<file path="config.mk">
export PLATFORM = sky130hd
export DESIGN_NAME = add8_serial_flat
export DESIGN_NICKNAME = d
export VERILOG_FILES = /design/src/rtl/add8_serial_if.sv /design/src/rtl/add8_serial.sv /design/src/flat_wrapper.sv
export SDC_FILE = /design/constraint.sdc
export NUM_CORES = 1
export LEC_CHECK = 0
export BUFFER_PORTS_ARGS = -buffer_cell sky130_fd_sc_hd__buf_2
export CAP_MARGIN = 20
export CORE_MARGIN = 10
export CORE_UTILIZATION = 35
export DETAILED_ROUTE_END_ITERATION = 8
export MAX_ROUTING_LAYER = met4
export PLACE_DENSITY_LB_ADDON = 0.15
export SYNTH_ARGS = -nofsm -noshare
export SYNTH_HDL_FRONTEND = slang
export SYNTH_SLANG_ARGS = --single-unit
</file>
<file path="constraint.sdc">
create_clock -name clk -period 2.1 [get_ports clk]
set_input_delay 0 -clock clk [delete_from_list [all_inputs] [get_ports clk]]
set_output_delay 0 -clock clk [all_outputs]
set_load 0.02 [all_outputs]
</file>
<file path="src/rtl/add8_serial_if.sv">
// Operand/result handshake bundle for the bit-serial adder.
// The master drives operands and accepts results; the slave is the adder itself.
interface add8_serial_if #(
    parameter int WIDTH = 8
);
    logic             in_valid;
    logic             in_ready;
    logic [WIDTH-1:0] a;
    logic [WIDTH-1:0] b;
    logic             cin;
    logic             out_valid;
    logic             out_ready;
    logic [WIDTH-1:0] sum;
    logic             cout;
    logic             ovf;

    modport master (
        output in_valid, a, b, cin, out_ready,
        input  in_ready, out_valid, sum, cout, ovf
    );

    modport slave (
        input  in_valid, a, b, cin, out_ready,
        output in_ready, out_valid, sum, cout, ovf
    );
endinterface

</file>
<file path="src/rtl/add8_serial.sv">
// Bit-serial adder with carry-in: one full-adder cell, LSB first, one bit per clock.
// Produces sum, carry-out and signed overflow behind a valid/ready result handshake.
module add8_serial #(
    parameter int WIDTH = 8,
    parameter int CW    = 6
) (
    input logic          clk,
    input logic          rst_n,
    add8_serial_if.slave bus
);
    typedef enum logic [1:0] {
        IDLE,
        RUN,
        DONE
    } state_t;

    localparam logic [CW-1:0] LAST = CW'(WIDTH - 1);

    state_t           state;
    logic [CW-1:0]    cnt;
    logic [WIDTH-1:0] a_q;
    logic [WIDTH-1:0] b_q;
    logic [WIDTH-1:0] sum_q;
    logic             c_q;
    logic             cout_q;
    logic             ovf_q;
    logic             in_ready_q;
    logic             out_valid_q;
    logic             s_bit;
    logic             c_next;

    // The operand registers shift right every bit cycle, so the cell always sees bit 0.
    always_comb begin
        s_bit  = a_q[0] ^ b_q[0] ^ c_q;
        c_next = (a_q[0] & b_q[0]) | (a_q[0] & c_q) | (b_q[0] & c_q);
    end

    // NOTE: all state below updates with non-blocking assignments so every register
    // samples the pre-edge values of the others, matching real flop behaviour.
    always_ff @(posedge clk or negedge rst_n) begin
        if (!rst_n) begin
            state       <= IDLE;
            cnt         <= '0;
            a_q         <= '0;
            b_q         <= '0;
            c_q         <= 1'b0;
            sum_q       <= '0;
            cout_q      <= 1'b0;
            ovf_q       <= 1'b0;
            in_ready_q  <= 1'b0;
            out_valid_q <= 1'b0;
        end else begin
            case (state)
                IDLE: begin
                    in_ready_q <= 1'b1;
                    // in_ready_q gates acceptance so the first edge after reset only raises ready.
                    if (in_ready_q && bus.in_valid) begin
                        a_q        <= bus.a;
                        b_q        <= bus.b;
                        c_q        <= bus.cin;
                        cnt        <= '0;
                        in_ready_q <= 1'b0;
                        state      <= RUN;
                    end
                end
                RUN: begin
                    a_q   <= a_q >> 1;
                    b_q   <= b_q >> 1;
                    c_q   <= c_next;
                    sum_q <= {s_bit, sum_q[WIDTH-1:1]};
                    cnt   <= cnt + 1'b1;
                    if (cnt == LAST) begin
                        cout_q      <= c_next;
                        // c_q here is the carry into the MSB.
                        ovf_q       <= c_q ^ c_next;
                        out_valid_q <= 1'b1;
                        state       <= DONE;
                    end
                end
                DONE: begin
                    if (bus.out_ready) begin
                        out_valid_q <= 1'b0;
                        in_ready_q  <= 1'b1;
                        state       <= IDLE;
                    end
                end
                default: begin
                    state       <= IDLE;
                    in_ready_q  <= 1'b0;
                    out_valid_q <= 1'b0;
                end
            endcase
        end
    end

    assign bus.in_ready  = in_ready_q;
    assign bus.out_valid = out_valid_q;
    assign bus.sum       = sum_q;
    assign bus.cout      = cout_q;
    assign bus.ovf       = ovf_q;
endmodule

</file>
<file path="src/flat_wrapper.sv">
// flat-port wrapper written by rule: the top's interface ports become plain ports
module add8_serial_flat 
#(
    parameter int WIDTH = 8,
    parameter int CW    = 6
)
  (clk, rst_n, bus_in_valid, bus_a, bus_b, bus_cin, bus_out_ready, bus_in_ready, bus_out_valid, bus_sum, bus_cout, bus_ovf);
  add8_serial_if #(.WIDTH(WIDTH)) bus_i ();
  input logic clk;
  input logic rst_n;
  input wire logic [$bits(bus_i.in_valid)-1:0] bus_in_valid;
  input wire logic [$bits(bus_i.a)-1:0] bus_a;
  input wire logic [$bits(bus_i.b)-1:0] bus_b;
  input wire logic [$bits(bus_i.cin)-1:0] bus_cin;
  input wire logic [$bits(bus_i.out_ready)-1:0] bus_out_ready;
  output wire logic [$bits(bus_i.in_ready)-1:0] bus_in_ready;
  output wire logic [$bits(bus_i.out_valid)-1:0] bus_out_valid;
  output wire logic [$bits(bus_i.sum)-1:0] bus_sum;
  output wire logic [$bits(bus_i.cout)-1:0] bus_cout;
  output wire logic [$bits(bus_i.ovf)-1:0] bus_ovf;
  assign bus_i.in_valid = bus_in_valid;
  assign bus_i.a = bus_a;
  assign bus_i.b = bus_b;
  assign bus_i.cin = bus_cin;
  assign bus_i.out_ready = bus_out_ready;
  assign bus_in_ready = bus_i.in_ready;
  assign bus_out_valid = bus_i.out_valid;
  assign bus_sum = bus_i.sum;
  assign bus_cout = bus_i.cout;
  assign bus_ovf = bus_i.ovf;
  add8_serial #(.WIDTH(WIDTH), .CW(CW)) u_core (.clk(clk), .rst_n(rst_n), .bus(bus_i));
endmodule
</file>
# Word level (Yosys, flattened, before mapping)
# Index checks and enable logic that the tools add are counted.
# word_totals
register_bits,37
out_inout_bits,12
elab_cells,53
in_bits,21
# classes
eq_ne,6
bitwise,10
add_sub_neg,1
mux,18
reduce_logical,8
# op_table
op,count
one-hot mux 8 bit (2 select lines),2
2-to-1 mux 8 bit,2
one-hot mux 6 bit (2 select lines),1
"adder 6 x 1 -> 6 bit, second input constant",1
"== test 6 x 3 -> 1 bit, second input constant",1
2-to-1 mux 2 bit,3
2-to-1 mux 6 bit,1
one-hot mux 1 bit (3 select lines),2
one-hot mux 2 bit (3 select lines),1
AND reduction 2 bit,3
AND reduction 3 bit,2
2-to-1 mux 1 bit,5
"!= test 2 x 1 -> 1 bit, second input constant",2
AND 1 bit,3
XOR 1 bit,3
"== test 2 x 1 -> 1 bit, second input constant",1
"== test 2 bit, second input constant",1
zero test 2 bit,1
"!= test 2 bit, second input constant",1
NOT 1 bit,2
OR 1 bit,2
one-hot mux 1 bit (2 select lines),1
nonzero test 2 bit,1
logical AND 1 bit,1

# Depth between registers and ports, before layout
# Gate-level depths: netlist of the first run.
# depth
ltp_word,4
ltp_mapped,6
mapped_depth_nobuf,4

# Least setup slack after synthesis of the first run
# Ideal clock, no wire load.
# synth_path
path_type,register to register
startpoint,register u_core.c_q
endpoint,"register u_core.ovf_q, in the netlist u_core.bus.ovf"
arrival_time_ns,1.268
required_time_ns,1.975
setup_ns,0.125
synth_period_minus_slack_ns,1.392
path_stages_with_launch,4
n_path_buf,0
path_slack_ns,0.708
path_cell_list,dfrtp_1 fa_1 xor2_1 mux2_2
# synth_between
elab_chain_len,4
word_cells_on_any_way,5
cone_classes,5 x bitwise
# synth_rtl
element,line_no,text
from (decl),add8_serial.sv:24,logic c_q;
from (signal assigned),add8_serial.sv:60,c_q <= bus.cin;
from (signal assigned),add8_serial.sv:69,c_q <= c_next;
AND 1 bit,add8_serial.sv:35,c_next = (a_q[0] & b_q[0]) | (a_q[0] & c_q) | (b_q[0] & c_q);
OR 1 bit,add8_serial.sv:35,
OR 1 bit (*),add8_serial.sv:35,
via u_core.c_next,add8_serial.sv:30,logic c_next;
XOR 1 bit (*),add8_serial.sv:75,ovf_q <= c_q ^ c_next;
to (signal assigned),add8_serial.sv:75,
to (decl),add8_serial.sv:26,logic ovf_q;
# Mark *: on every way through the listed nets, which the timed path passes. The rest lies on a longest branch.
# A chain may end at the register's enable or synchronous reset.

# Worst setup path after layout of the first run
# layout_path
startpoint,register u_core.state[0]
endpoint,register u_core.b_q[7]
# layout_between
elab_chain_len,3
word_cells_on_any_way,6
cone_classes,2 x eq/ne; 1 x mux; 3 x reduce/logical
# layout_rtl
element,line_no,text
from (decl),add8_serial.sv:19,state_t state;
from (signal assigned),add8_serial.sv:42,state <= IDLE;
from (signal assigned),add8_serial.sv:63,state <= RUN;
from (signal assigned),add8_serial.sv:77,state <= DONE;
zero test 2 bit / == test 2 x 1 -> 1 bit (equally long branches),add8_serial.sv:53,case (state)
!= test 2 x 1 -> 1 bit (no line) / nonzero test 2 bit (equally long branches),-,
AND reduction 2 bit (no line),-,
to (signal assigned),add8_serial.sv:59,b_q <= bus.b;
to (signal assigned),add8_serial.sv:68,b_q <= b_q >> 1;
to (decl),add8_serial.sv:22,logic [WIDTH-1:0] b_q;
# Parallel ways exist; a longest one is shown, timed or not.

==> results of run 1 <==
==> cell families (layout without fill, tap and decap cells) <==
| family | Yosys count | count (layout) | share of synthesized area (%) |
|---|---|---|---|
| flops | 37 | 37 | 53.82 |
| mux | 12 | 12 | 7.127 |
| buf+inv | 17 | 64 | 5.745 |
| compound gates | 44 | 44 | 18.18 |
| simple gates | 45 | 45 | 12.73 |
| fa+ha+maj | 2 | 2 | 1.891 |
| xor+xnor | 1 | 1 | 0.5092 |
==> sequential cells by signal (all words and copies together), names as in the netlist <==
signal / count
u_core.bus.cout: 1
u_core.bus.in_ready: 1
u_core.bus.sum: 8
u_core.a_q: 8
u_core.c_q: 1
u_core.b_q: 8
u_core.state: 2
u_core.bus.ovf: 1
u_core.bus.out_valid: 1
u_core.cnt: 6
==> through the flow <==
| step | hold WS [ps] | util (%) |
|---|---|---|
| floorplan | -295.6 | - |
| global placement | 135.5 | 40.34 |
| detailed placement | 146.2 | 40.34 |
| CTS | 6.645 | 45.21 |
| global route | 18.00 | 45.21 |
| finish | 13.68 | 45.21 |
==> worst max path at each step <==
| stage | endpoint | cells after the start | startpoint |
|---|---|---|---|
| after floorplan | u_core.bus.ovf | 3 | u_core.c_q |
| after global placement | u_core.cnt[1] | 4 | u_core.state[0] |
| after CTS | u_core.c_q | 4 | u_core.state[0] |
| after global routing | u_core.c_q | 4 | u_core.state[0] |
| after detailed placement | u_core.c_q | 4 | u_core.state[0] |
| final | u_core.b_q[7] | 4 | u_core.state[0] |
==> metal layers <==
layer  vias to the layer above  GRT usage, %
met5                         -             -
met3                         6         3.159
met1                       637         11.57
li1                        642             -
met2                        21         15.80
met4                         0         4.377
==> worst max-delay path, delay by kind of cell, from the launching register on <==
kind                   cells  cell delay (ps)
and+or+nand+nor            1              330
AOI/OAI and AO/OA          2              360
buffers and inverters      1              240
DFF                        1              540
==> final cells by class <==
class                   instances  area [um2]  area share (%)
repair buffers                 48       312.8           14.55
flip-flops and latches         37       925.9           43.07
inverters                       8       30.03           1.397
well taps                      67       83.83           3.900
clock inverters                 1       5.005          0.2328
clock buffers                   7       96.34           4.482
multi-input cells             104       695.7           32.36
==> cells in the mapped netlist, types with 2 or more instances <==
cell type | instances | area, um2
buf_4 | 2 | 15.01
buf_2 | 3 | 15.01
a21oi_1 | 3 | 15.01
inv_1 | 8 | 30.03
o21ai_2 | 2 | 17.52
mux2i_1 | 10 | 100.1
nor2_1 | 3 | 11.26
dfrtp_1 | 37 | 925.9
mux2_2 | 2 | 22.52
clkbuf_1 | 2 | 7.510
nand4_1 | 2 | 12.51
o22ai_1 | 7 | 43.79
o21ai_0 | 15 | 75.07
a22o_2 | 3 | 30.03
a21oi_2 | 7 | 61.31
nand2_1 | 32 | 120.1
==> what timing repair did <==
action                    CTS  global route
hold buffers               13             0
hold endpoints to repair   49             0
buffers inserted            0             0
==> where the power goes <==
group | leakage, nW | switching (mW) | internal, mW | total (mW)
sequential | 0.458 | 0.290 | 1.03 | 1.32
combinational | 0.543 | 0.726 | 0.545 | 1.27
clock | 0.0542 | 0.247 | 0.297 | 0.543
total | 1.06 | 1.26 | 1.88 | 3.14
==> out/metrics.cfg, run 1 <==
[run_status]
status = complete, no violations

[pwr]
power.total_mw = 3.138
ir_worst_vdd_uv = 649.3
power_density_nw_per_um2 = 1460
total_leakage_power_nw = 1.056

[sta]
tightest_slew_ps = 806.6
tns_ps = 0
hold_viol = 0
finalSetupViolCount = 0
post-route-min-period_ps = 1591
timing.final.ws_setup_ps = 509.2
fin_worst_skew_ps = 7.426
finalMaxSlewViolations = 0
fin_crit_sh_pct = 75.75
rsz0062_at_grt = false
max_freq_mhz = 628.6
maxSlewHeadroom_pct = 46.22

[floorplanning]
dieArea_um2 = 8120
io_pins = 33
num_rows = 25
core_area_um2 = 4755
die_w_um = 90.11
start_util_pct = 36.18
die_h_um = 90.11

[grt]
overflow = 0
grt_max_degree = 38
grt_pass1_wl_mm = 6.637
grtUsageTotal_pct = 10.05
antenna_found_initial = 0
grt_pass1_vias = 1412

[place]
dp_hpwl_mm = 2.721
place.gp.congestion = 0.8146
placed_area_um2 = 1918
dpl_worst_slack_ps = 494.5
io_buffers = 32
placedCellCount = 251

[clocking]
cts_tree = done
clock_tree.buffer_depth = 2
cts.sinks = 37
cts_max_level = 2
cts_resized = 0
cts-root-buf = clkbuf_8
numCtsBuffers = 5
clock_latency_ps = 290
cts.clk_slew.worst_paths_ps = 70

[final_layout]
area_growth_pct = 24.95
layout-drive-gt1-share_pct = 29.76
diodes = 0
postLayoutCellArea_um2 = 2150
final-instance-count-excl-fill = 272
mostFrequentLayoutCells = dfrtp_1 (37), nand2_1 (32), buf_2 (32)
final_net_count = 227
nFillCells = 475
final_common_cell = dfrtp_1

[worst_setup_path]
worst_ep_required_time_ps = 2270
rr_startpoint = u_core.state[0]
critPathMaxStageDelay_ps = 540
worstSetupEndpointType = register
cp_cell_sequence = a21oi_4, or2_1, buf_4, a22o_2
setup.worst_path.class = reg2reg
reg2regPathDepth = 4
reg2reg_to = u_core.b_q[7]
cp-start-kind = register
arrival_ps = 1770
critPathMaxFanout = 12
rrSetupSlack_ps = 510
cp_slowest_cell = dfrtp_1

[logic_synthesis]
ys_types = 36
ys_ff_latch = 37
syn_nets = 181
yosys_warnings = 0
syn_area_per_cell_um2 = 10.89
synthesis.instances = 158
ys.flop_type = dfrtp_1
netlist_area_um2 = 1720
synth_enable_flop_cells = 0
synth-seq-area-share_pct = 53.82
async_reset_ff_share_pct = 100.0

[flow_run]
drv_cap = 0

[routing]
vias = 1306
first_pass_iters = 4
routed_wl_mm = 3.775
top_layer_used = met4
drc = 0
dr_wl_met2_mm = 1.782
initialDrtViolationCount = 104
wl_met1_mm = 1.769
wire_per_inst_um = 13.88
ant_nets = 0
route.met3.wl_um = 152
routed_via_density = 4.801

[worst_hold_path]
hold_path.class = in2reg
hold_path_depth = 3
min_to = u_core.a_q[4]
hold_start = bus_a[4]

Note: power is estimated with default switching activity, not from simulation.
==> inputs of run 2 (changes only) <==
==> constraint.sdc (replaced) <==
create_clock -name clk -period 1.54 [get_ports clk]
set_input_delay 0 -clock clk [delete_from_list [all_inputs] [get_ports clk]]
set_output_delay 0 -clock clk [all_outputs]
set_load 0.02 [all_outputs]
==> run 2 against run 1 <==
Effect of this change:
- core utilization up 2.4 points
- critical path depth is 1 lower
- combinational power grew 52%
- clock skew is essentially flat
- sequential share of layout area fell by 2.1 points
- via count up 2.6%
- non-clock buffer count grew 9
- routed wire length grew 3.4%
- die area is the same
- clock power grew 82%
- global-route usage rose by 0.27 points
- power increased by 50%
- largest power group is now combinational cells
- highest routed layer unchanged
==> out/metrics.cfg, run 2 (same netlist as run 1, synthesis figures left out) <==
[worst_setup_path]
worstSetupEndpointType = register  ; unchanged
worst_ep_required_time_ps = 1710  ; was 2270 ps
critPathMaxFanout = 3  ; was 12
cp-startpoint = u_core.c_q  ; was u_core.state[0]
cp-start-kind = register  ; unchanged
rr_startpoint = u_core.c_q  ; was u_core.state[0]
setup.worst_path.class = reg2reg  ; unchanged
reg2regPathDepth = 3  ; was 4
arrival_ps = 1640  ; was 1770 ps
reg2reg_to = u_core.bus.ovf  ; was u_core.b_q[7]
rrSetupSlack_ps = 70  ; was 510 ps
cp-endpoint = u_core.bus.ovf  ; was u_core.b_q[7]

[final_layout]
diodes = 0  ; unchanged
final_net_count = 236  ; was 227
final_common_cell = dfrtp_1  ; unchanged
layout-drive-gt1-share_pct = 33.64  ; was 29.76%
final-instance-count-excl-fill = 281  ; was 272
mostFrequentLayoutCells = dfrtp_1 (37), nand2_1 (32), buf_2 (32)  ; unchanged
nFillCells = 457  ; was 475
area_growth_pct = 31.49  ; was 24.95%

[routing]
drc = 0  ; unchanged
wire_per_inst_um = 13.90  ; was 13.88 um
initialDrtViolationCount = 83  ; was 104
ant_nets = 0  ; unchanged
first_pass_iters = 4  ; unchanged
routed_via_density = 4.769  ; was 4.801
vias = 1340  ; was 1306
routed_wl_mm = 3.905  ; was 3.775 mm

[sta]
finalMaxSlewViolations = 0  ; unchanged
post-route-min-period_ps = 1468  ; was 1591 ps
finalSetupViolCount = 0  ; unchanged
maxSlewHeadroom_pct = 68.95  ; was 46.22%
tightest_slew_ps = 465.8  ; was 806.6 ps
holdWs_ps = 14.65  ; was 13.68 ps
hold_viol = 0  ; unchanged
fin_worst_skew_ps = 7.234  ; was 7.426 ps
max_freq_mhz = 681.3  ; was 628.6 MHz
tns_ps = 0  ; unchanged
fin_crit_sh_pct = 95.31  ; was 75.75%

[place]
io_buffers = 32  ; unchanged
place.gp.congestion = 0.8122  ; was 0.8146
dp_hpwl_mm = 2.885  ; was 2.721 mm
placedCellCount = 260  ; was 251

[grt]
grtUsageTotal_pct = 10.32  ; was 10.05%
overflow = 0  ; unchanged
antenna_found_initial = 0  ; unchanged
grt_max_degree = 38  ; unchanged
grt_pass1_wl_mm = 6.851  ; was 6.637 mm
grt_pass1_vias = 1428  ; was 1412

[clocking]
cts_max_level = 2  ; unchanged
cts.sinks = 37  ; unchanged
cts_tree = done  ; unchanged
clock_tree.buffer_depth = 2  ; unchanged
clock_latency_ps = 290  ; about the same
numCtsBuffers = 5  ; unchanged
cts-root-buf = clkbuf_8  ; unchanged
cts.clk_slew.worst_paths_ps = 70  ; about the same

[flow_run]
drv_cap = 0  ; unchanged

[floorplanning]
dieArea_um2 = 8120  ; unchanged
die_w_um = 90.11  ; unchanged
die_h_um = 90.11  ; unchanged
start_util_pct = 36.18  ; unchanged
num_rows = 25  ; unchanged
io_pins = 33  ; unchanged
core_area_um2 = 4755  ; unchanged

[pwr]
ir_worst_vdd_uv = 1005  ; was 649.3 uV
power_density_nw_per_um2 = 2074  ; was 1460 nW/um2
total_leakage_power_nw = 1.119  ; was 1.056 nW
power.total_mw = 4.692  ; was 3.138 mW

[worst_hold_path]
hold_path.class = in2reg  ; unchanged

[run_status]
status = complete, no violations  ; unchanged

==> run 2: metrics by stage <==
stage,setup slack (ps),instance area (um2),util [%]
floorplan,147.7,1720,-
global placement,131.2,1998,42.03
detailed placement,70.21,1998,42.03
CTS,51.64,2252,47.37
global route,-1.679,2262,47.58
finish,72.16,2262,47.58
==> run 2: worst min path at each step <==
stage | startpoint | to | slack, ps | cells after the start
after floorplan | rst_n | u_core.a_q[0] | -300 | 0
after global placement | rst_n | u_core.bus.sum[3] | 70 | 2
after detailed placement | rst_n | u_core.bus.sum[3] | 80 | 2
after CTS | bus_b[0] | u_core.b_q[0] | 7 | 3
after global routing | bus_b[0] | u_core.b_q[0] | 20 | 3
final | bus_b[0] | u_core.b_q[0] | 10 | 3
==> run 2: metal layers <==
metal | up-vias | share of wire (%) | GRT usage, %
met2 | 25 | 49 | 16.53
met5 | - | 0 | -
met1 | 648 | 47 | 12.30
met4 | 0 | 1.3 | 3.714
li1 | 661 | - | -
met3 | 6 | 2.8 | 2.577
==> run 2: layout make-up <==
class,instances,area [um2],share of cell area [%]
sequential,37,925.9,40.93
multi-input combinational,104,698.2,30.86
timing repair buffer,57,390.4,17.26
tap,67,83.83,3.706
clock buffer,5,68.82,3.042
clock inverter,3,65.06,2.876
inverter,8,30.03,1.327
==> run 2: timing repair <==
action,CTS,global route
endpoints found under the hold margin,48,0
endpoints found under the setup margin,0,2
buffers inserted,0,1
resized for setup,0,1
hold buffers,12,0
==> run 2: power by group <==
group | switching (mW) | internal, mW
clock | 0.346 | 0.643
sequential | 0.359 | 1.41
combinational | 1.06 | 0.871
total | 1.77 | 2.92
==> run 2: worst max-delay path, cell delays in order, from the launching register on <==
cell and delay [ps]:
dfrtp_1 420, fa_1 490, xor2_1 180, mux2_2 260
